File: config.mk
export PLATFORM = sky130hd
export DESIGN_NAME = uart_tx_arbiter
export DESIGN_NICKNAME = d
export VERILOG_FILES = /design/src/rtl/uart_arb_pkg.sv /design/src/rtl/rr_priority_picker.sv /design/src/rtl/uart_tx_arbiter.sv
export SDC_FILE = /design/constraint.sdc
export NUM_CORES = 1
export LEC_CHECK = 0
export CAP_MARGIN = 25
export CORE_ASPECT_RATIO = 1.4
export CORE_MARGIN = 8
export CORE_UTILIZATION = 47
export CTS_CLUSTER_SIZE = 10
export DETAILED_ROUTE_END_ITERATION = 10
export PLACE_DENSITY = 0.82
export SETUP_SLACK_MARGIN = 0.05
export SLEW_MARGIN = 20
export SYNTH_ARGS = -nofsm -noshare
export SYNTH_HDL_FRONTEND = slang
export SYNTH_HIERARCHICAL = 1
export SYNTH_SLANG_ARGS = --single-unit
File: constraint.sdc
create_clock -name i_clock -period 2.95 [get_ports i_clock]
set_input_delay 0.7375 -clock i_clock [delete_from_list [all_inputs] [get_ports i_clock]]
set_output_delay 0.7375 -clock i_clock [all_outputs]
set_load 0.1 [all_outputs]
File: src/rtl/uart_arb_pkg.sv
// Shared definitions for the UART transmit arbiter: state encoding and
// the grant-index width helper.
package uart_arb_pkg;

  localparam logic [1:0] IDLE      = 2'd0;
  localparam logic [1:0] START     = 2'd1;
  localparam logic [1:0] WAIT_DONE = 2'd2;
  localparam logic [1:0] RELEASE   = 2'd3;

  typedef enum logic [1:0] {
    ST_IDLE      = IDLE,
    ST_START     = START,
    ST_WAIT_DONE = WAIT_DONE,
    ST_RELEASE   = RELEASE
  } arb_state_t;

  // Width of an index able to address n requesters (never below 1 bit).
  function automatic int idx_width(input int n);
    return (n < 2) ? 1 : $clog2(n);
  endfunction

endpackage

File: src/rtl/rr_priority_picker.sv
// Combinational round-robin search: first requester with req high,
// scanning ptr, ptr+1, ... modulo N_REQ.
module rr_priority_picker
  import uart_arb_pkg::*;
#(
  parameter int N_REQ     = 4,
  parameter int IDX_WIDTH = idx_width(N_REQ)
) (
  input  logic [N_REQ-1:0]     i_req,
  input  logic [IDX_WIDTH-1:0] i_ptr,
  output logic                 o_any,
  output logic [IDX_WIDTH-1:0] o_winner_idx
);

  int                   k;
  logic [IDX_WIDTH-1:0] cand;

  // Scan from the farthest offset down so the nearest match overwrites last.
  always_comb begin
    o_any        = 1'b0;
    o_winner_idx = '0;
    k            = 0;
    cand         = '0;
    for (int i = N_REQ - 1; i >= 0; i--) begin
      k    = (int'(i_ptr) + i) % N_REQ;
      cand = IDX_WIDTH'(k);
      if (i_req[cand]) begin
        o_any        = 1'b1;
        o_winner_idx = cand;
      end
    end
  end

endmodule

File: src/rtl/uart_tx_arbiter.sv
// Round-robin owner of the single UART transmitter: grants one requester,
// pulses start, waits for done or watchdog expiry, then acks or reports timeout.
module uart_tx_arbiter
  import uart_arb_pkg::*;
#(
  parameter int N_REQ       = 4,
  parameter int IDX_WIDTH   = idx_width(N_REQ),
  parameter int TRAMA_SIZE  = 8,
  parameter int TIMEOUT_LEN = 18
) (
  input  logic                          i_clock,
  input  logic                          i_reset,
  input  logic [N_REQ-1:0]              i_req,
  input  logic [N_REQ*TRAMA_SIZE-1:0]   i_data,
  input  logic                          i_tx_done,
  output logic                          o_tx_start,
  output logic [TRAMA_SIZE-1:0]         o_tx_data,
  output logic [N_REQ-1:0]              o_ack,
  output logic [IDX_WIDTH-1:0]          o_grant_idx,
  output logic                          o_busy,
  output logic                          o_timeout,
  output logic [1:0]                    o_state
);

  // Handshake: o_tx_start is a one-cycle pulse, i_tx_done is a one-cycle pulse
  // honoured only in WAIT_DONE; o_ack[k] is a one-cycle pulse in RELEASE and the
  // requester keeps i_req[k] (with stable data) high until it sees that pulse.

  arb_state_t             state, state_nxt;
  logic                   any;
  logic [IDX_WIDTH-1:0]   winner_idx;
  logic [IDX_WIDTH-1:0]   ptr;
  logic [TIMEOUT_LEN-1:0] wd_cnt;
  logic                   wd_expired;
  logic                   served_done;

  rr_priority_picker #(
    .N_REQ     (N_REQ),
    .IDX_WIDTH (IDX_WIDTH)
  ) u_picker (
    .i_req        (i_req),
    .i_ptr        (ptr),
    .o_any        (any),
    .o_winner_idx (winner_idx)
  );

  assign wd_expired = (wd_cnt == {TIMEOUT_LEN{1'b1}});

  always_ff @(posedge i_clock or negedge i_reset) begin
    if (!i_reset) state <= ST_IDLE;
    else          state <= state_nxt;
  end

  always_comb begin
    state_nxt = state;
    case (state)
      ST_IDLE:      if (any) state_nxt = ST_START;
      ST_START:     state_nxt = ST_WAIT_DONE;
      ST_WAIT_DONE: if (i_tx_done || wd_expired) state_nxt = ST_RELEASE;
      ST_RELEASE:   state_nxt = ST_IDLE;
      default:      state_nxt = ST_IDLE;
    endcase
  end

  // served_done tracks i_tx_done every WAIT_DONE cycle, so on exit it tells
  // done apart from a bare expiry (done wins when both land together).
  always_ff @(posedge i_clock or negedge i_reset) begin
    if (!i_reset) begin
      ptr         <= '0;
      o_grant_idx <= '0;
      o_tx_data   <= '0;
      wd_cnt      <= '0;
      served_done <= 1'b0;
    end else begin
      case (state)
        ST_IDLE: begin
          if (any) begin
            o_grant_idx <= winner_idx;
            o_tx_data   <= i_data[int'(winner_idx)*TRAMA_SIZE +: TRAMA_SIZE];
          end
        end
        ST_START: begin
          wd_cnt      <= '0;
          served_done <= 1'b0;
        end
        ST_WAIT_DONE: begin
          wd_cnt      <= wd_cnt + TIMEOUT_LEN'(1);
          served_done <= i_tx_done;
        end
        ST_RELEASE: begin
          ptr <= (o_grant_idx == IDX_WIDTH'(N_REQ - 1)) ? '0
                                                        : o_grant_idx + IDX_WIDTH'(1);
        end
        default: ;
      endcase
    end
  end

  assign o_tx_start = (state == ST_START);
  assign o_busy     = (state != ST_IDLE);
  assign o_ack      = (state == ST_RELEASE && served_done) ? (N_REQ'(1) << o_grant_idx) : '0;
  assign o_timeout  = (state == ST_RELEASE) && !served_done;
  assign o_state    = state;

endmodule

Word-level counts from Yosys, hierarchy flattened
Index checks and enable logic that the tools add are counted.
{ "classes": {"add_sub_neg": 5, "mul": 0, "div_mod_pow": 0, "n_lt_le_gt_ge": 4, "n_eq_ne": 7, "n_shift": 2, "n_mux": 23, "bitwise": 0, "n_reduce_logical": 9} }
{ "op_table": {"columns": ["operator", "count"], "rows": [
  ["18-bit one-hot mux with 2 select lines", 1],
  ["32-bit by 6-bit variable part select with 8-bit output", 1],
  ["18-bit by 1-bit adder with 18-bit output, second input constant", 1],
  ["18-bit equality test, second input constant", 1],
  ["2-bit 2-to-1 mux", 7],
  ["2-bit by 3-bit less-than comparator with 1-bit output, second input constant", 4],
  ["1-bit binary-select mux with 2-bit select", 4],
  ["1-bit 2-to-1 mux", 8],
  ["2-bit one-hot mux with 4 select lines", 1],
  ["2-bit equality test, second input constant", 3],
  ["2-bit by 1-bit adder with 2-bit output, second input constant", 2],
  ["2-bit adder, second input constant", 2],
  ["4-bit 2-to-1 mux", 1],
  ["2-bit inequality test, second input constant", 2],
  ["2-bit AND reduction", 2],
  ["2-bit nonzero test", 2],
  ["1-bit by 2-bit left shift with 4-bit output, first input constant", 1],
  ["2-bit by 1-bit equality test with 1-bit output, second input constant", 1],
  ["1-bit logical AND", 2],
  ["2-bit zero test", 1],
  ["1-bit one-hot mux with 2 select lines", 1],
  ["1-bit zero test", 1],
  ["1-bit logical OR", 1]
]} }
{ "word_totals": {"register_bits": 33, "latchBits": 0, "ram_bits": 0, "mem_bits_ro": 0, "word_cells": 56, "mem_count": 0} }

Longest topological paths before layout
{ "logic_depth": {"word_depth": 9, "depth_mapped": 7, "depth_no_buf": 6} }

By module
The synthesis kept the hierarchy.
{ "modules_own_cells": {"columns": ["module", "instances", "cells_each", "area_each_um2"], "rows": [
  ["uart_tx_arbiter", 1, 178, 1908.1],
  ["rr_priority_picker", 1, 13, 77.6]
]} }

Worst setup path before layout
OpenSTA, ideal clock, no wires.
{ "synth_path": {"kind": "reg2out", "from": "register state[1], in the netlist o_state[1]", "to": "output port o_timeout", "t_arrival_ns": 2.740, "setup_slack_ns": -0.528, "path_stages_with_launch": 3, "path_buffers": 0, "path_cell_list": "dfrtp_1 > ha_1 > nor2b_1"} }
{ "synth_via": {"elab_chain_cells": 2} }
{ "synth_lines": {"columns": ["element", "line_no", "text"], "rows": [
  ["start, declared", "uart_tx_arbiter.sv:29", "arb_state_t state, state_nxt;"],
  ["start signal, assigned", "uart_tx_arbiter.sv:51", "else state <= state_nxt;"],
  ["2-bit equality test", "uart_tx_arbiter.sv:102", "assign o_timeout = (state == ST_RELEASE) && !served_done;"],
  ["1-bit logical AND", "uart_tx_arbiter.sv:102", null],
  ["end, declared", "uart_tx_arbiter.sv:21", "output logic o_timeout,"]
]} }
No other way between the ends.

Final worst setup path
{ "layout_path": {"from": "input port i_req[1]", "to": "register o_tx_data[4]"} }
{ "layout_via": {"elab_chain_cells": 7, "word_cells_on_any_way": 18, "classes_between": "shift (1); mux (16); reduce/logical (1)"} }
{ "layout_lines": {"columns": ["element", "line_no", "text"], "rows": [
  ["start, declared", "uart_tx_arbiter.sv:13", "input logic [N_REQ-1:0] i_req,"],
  ["1-bit binary-select mux with 2-bit select", "rr_priority_picker.sv:27", "if (i_req[cand]) begin"],
  ["1-bit 2-to-1 mux (not written as such)", "rr_priority_picker.sv:27", null],
  ["2-bit 2-to-1 mux (3 in series)", "rr_priority_picker.sv:27", null],
  ["2-bit 2-to-1 mux *", "rr_priority_picker.sv:27", null],
  ["named net winner_idx[1]", "uart_tx_arbiter.sv:31", "logic [IDX_WIDTH-1:0] winner_idx;"],
  ["32-bit by 6-bit variable part select with 8-bit output *", "uart_tx_arbiter.sv:79", "o_tx_data <= i_data[int'(winner_idx)*TRAMA_SIZE +: TRAMA_SIZE];"],
  ["end signal, assigned", "uart_tx_arbiter.sv:79", null],
  ["end, declared", "uart_tx_arbiter.sv:17", "output logic [TRAMA_SIZE-1:0] o_tx_data,"]
]} }
Mark *: on every way through the listed nets, which the timed path passes. The rest lies on a longest branch. The select of a mux whose other input is x is not followed.
A chain may end at the register's enable or synchronous reset.

==> summary by stage <==
Route
After detailed routing, the number of vias per cell comes to 5.58. In this run the remaining antenna-violating nets after routing total 0. The remaining design rule violation count is 0. The routed length per placed instance is 16.2 um. For this block, the routed nets add up to 4820 um of wire. The violation count after the first detailed-route iteration is 43.

Detailed routing inserted a total of 1664 vias. The detailed-routing iteration count for the pre-antenna-repair pass is 4.

Min path
The startpoint identified for the worst hold timing path is o_tx_data[3]. The tightest min-delay check is of the reg -> reg type.

Placement
The placer congestion estimate is 0.793. The wire-length estimate of the detail-placed layout is 3720 um. The total of buffers placed on input and output ports is 57.

GRT
The leftover overflow at the end of global routing is 0. The global-route usage over all layers is 0.154. The initial antenna violation count is 0. The number of global-route vias before repair was 1712. The global-route wire length before repair is 8210 um. The largest net degree at the start of global routing is 34.

Layout
After the last flow step, the layout net total stands at 302. Summing all flip-flop and latch instances after layout gives 826 um2. From synthesis to final layout, the design area changed by 34.4%. The layout has 339 filler cells. The area of the multi-input gates is 0.00111 mm2.

The share of post-route cells with drive strength above 1 is 0.237. The number of antenna diodes in the final layout is 0.

Synthesis
The fraction of synthesized cell area taken by the top area cell type is 0.416. The average footprint of a synthesized cell is 10.4 um2. The synthesized flop and latch total is 33. The post-synthesis net count is 240. The number of different library cells in the post-synthesis netlist is 35. The synthesized cell area is 0.00199 mm2. The most common cell in the synthesized netlist is sky130_fd_sc_hd__dfrtp_1. Ranked by instance count, the synthesized netlist is headed by 33 x sky130_fd_sc_hd__dfrtp_1, 18 x sky130_fd_sc_hd__nor2_1, 17 x sky130_fd_sc_hd__nand2_1, 13 x sky130_fd_sc_hd__mux2_2, 13 x sky130_fd_sc_hd__nand3_1. The number of warnings printed during yosys synthesis is 6. Counting flops with a built-in enable in the synthesized netlist gives 0. sky130_fd_sc_hd__dfrtp_1 takes more of the synthesized area than any other cell. Sorting the synthesized cells by area gives the leading types as sky130_fd_sc_hd__dfrtp_1 42%, sky130_fd_sc_hd__mux4_2 9.1%, sky130_fd_sc_hd__mux2_2 7.4%. Of all flip-flops after synthesis, the portion carrying an async set or reset was 1.00. The share of the Yosys chip area taken by registers is 0.416. In the synthesized netlist, the number of instances is 191. In the synthesized netlist the dominant register cell turns out to be sky130_fd_sc_hd__dfrtp_1.

Timing
The summed negative setup slack over all endpoints is 0 ns. The share of the clock period used by the worst path is 0.867. Setup repair after global routing left no endpoint under its margin. The final hold violation count is 0. The tightest hold path in the finished design has a slack of 0.507 ns.

The achievable frequency is 0.391 GHz. After layout, the minimum clock period comes to 2.56 ns. The headroom to the max-slew limit is 0.512. Setup violations remaining at the end of the flow were counted as 0. At the pin with the least slew margin, the transition time is 0.729 ns. The max-slew violation count was 0.

The post-route clock skew is 0.00460 ns.

Power
Of the total power, combinational logic draws 0.637. The leakage power summed over all cells is 1.17 nW. For this design the total switching power over the nets is 1.53 mW. The share of total power in sequential cells is 0.244. Across the VDD grid, the largest voltage drop is 0.398 mV. The power per unit of standard cell area is 1060 mW/mm2. Of the total power, the share spent switching nets is 0.537.

Of the total power, the clock network draws 0.119. The internal cell power is 1.32 mW.

Status
The run finished with clean final reports.

Critical path
The worst register-to-register path begins at o_state[1]. The critical-path maximum fanout is 9. The kind of start point of the critical path is an input port. The element type at the critical path end is a flop.

STA puts the critical path data arrival time at 2.73 ns. The critical path start-end classification is in -> reg. The most critical setup path has its startpoint at i_req[1]. The required time at the endpoint of the critical path is 3.12 ns.

Clock tree
Clock tree synthesis inserted a total of 5 buffers. Clock-pin slew was measured on the worst setup and hold paths at 0.07 ns. The clock passes through at most 2 buffers. The later pin in the worst-skew pair is clocked with a latency of 0.28 ns. The setup fix buffers added after clock tree synthesis is 0. The clock drives 33 sinks. The number of gates resized after CTS was 0. The H-tree was split into 2 levels.

The count of hold buffers inserted by post-cts repair is 0. TritonCTS built the clock tree. In this run the clock root is driven by a sky130_fd_sc_hd__clkbuf_8.

Run
The max-capacitance violation count is 0.

Die
The number of I/O pins is 58. The floorplan step defined a core boundary enclosing 0.00413 mm2. The floorplan step defined a die boundary enclosing 0.00659 mm2.

The height of the chip is 92.9 um. The initial standard-cell utilization of the core is 0.480. The number of placement rows is 28. The die width is 70.9 um.
[flip-flops by register name, indices dropped and copies added (netlist names)]
register     count
served_done      1
wd_cnt          18
o_state          2
o_grant_idx      2
o_tx_data        8
ptr              2
[final timing paths]
kind / end / slack, ns / cells after the start
worst max-delay path: o_tx_data[4] / 0.39 / 6
worst min-delay path: o_tx_data[3] / 0.51 / 1
worst max register to register: wd_cnt[17] / 0.67 / 6
worst min register to register: o_tx_data[3] / 0.51 / 1
max in group asynchronous: o_state[1] / 1.78 / 2
min in group asynchronous: wd_cnt[3] / 0.86 / 2
[critical path, stage by stage]
cell	delay, ns
sky130_fd_sc_hd__clkdlybuf4s50_1	0.44
sky130_fd_sc_hd__nor3b_1	0.21
sky130_fd_sc_hd__a211oi_1	0.07
sky130_fd_sc_hd__nor2_1	0.57
sky130_fd_sc_hd__mux4_2	0.41
sky130_fd_sc_hd__mux2_2	0.27
[metrics by stage]
stage / worst slack [ns] / power (mW) / utilization / cells / instance area, um2
final: 0.392 / 2.84 / 0.646 / 298 / 2670
after global routing: 0.276 / 3.01 / 0.646 / 298 / 2670
after CTS: 0.381 / 2.87 / 0.646 / 298 / 2670
after detailed placement: 0.0954 / 2.52 / 0.625 / 291 / 2580
after global placement: 0.120 / 2.49 / 0.625 / 291 / 2580
after floorplan: 0.155 / 2.09 / - / 191 / 2000
[cell type report]
cell class              instances  area share
clock buffers                   7      0.0323
inverters                       9      0.0127
multi-input cells             143       0.417
flip-flops and latches         33       0.309
well taps                      45      0.0211
repair buffers                 61       0.207
[logic make-up (layout without fill, tap and decap cells)]
group	count (synthesis)	count (layout)	share of synthesized area
AOI/OAI and AO/OA	20	20	0.0662
xor gates and xnor gates	9	9	0.0397
adders and majority gates	10	10	0.0630
buffers and inverters	15	77	0.0296
DFF	33	33	0.416
muxes	23	23	0.175
and+or+nand+nor	81	81	0.211
[routing by layer]
metal | wire length, um | part of all wire | GRT usage
met4 | 43 | 0.0089 | 0.0366
met1 | 2070 | 0.43 | 0.177
met3 | 244 | 0.051 | 0.0411
met5 | 0 | 0 | 0
met2 | 2460 | 0.51 | 0.276
[layout by cell type, fill, tap and decap left out, drive strengths merged, types with 3 or more instances in the layout]
cell / Yosys / routed
a211oi: 3 / 3
a21oi: 4 / 4
and3: 5 / 5
buf: 1 / 23
clkbuf: 5 / 7
clkdlybuf4s50: 0 / 38
dfrtp: 33 / 33
ha: 10 / 10
inv: 9 / 9
mux2: 13 / 13
mux4: 8 / 8
nand2: 17 / 17
nand3: 13 / 13
nand4: 5 / 5
nor2: 18 / 18
nor2b: 4 / 4
nor3: 7 / 7
o21ai: 7 / 7
or3: 3 / 3
xnor2: 5 / 5
xor2: 4 / 4
[power groups by stage]
stage                     sequential (mW)  clock (mW)  combinational (mW)
final                               0.693       0.339                1.81
after global routing                0.716       0.372                1.92
after CTS                           0.693       0.352                1.83
after detailed placement            0.701           0                1.82
after global placement              0.694           0                1.79
after floorplan                      1.29           0               0.803
Note: power is estimated with default switching activity, not from simulation.
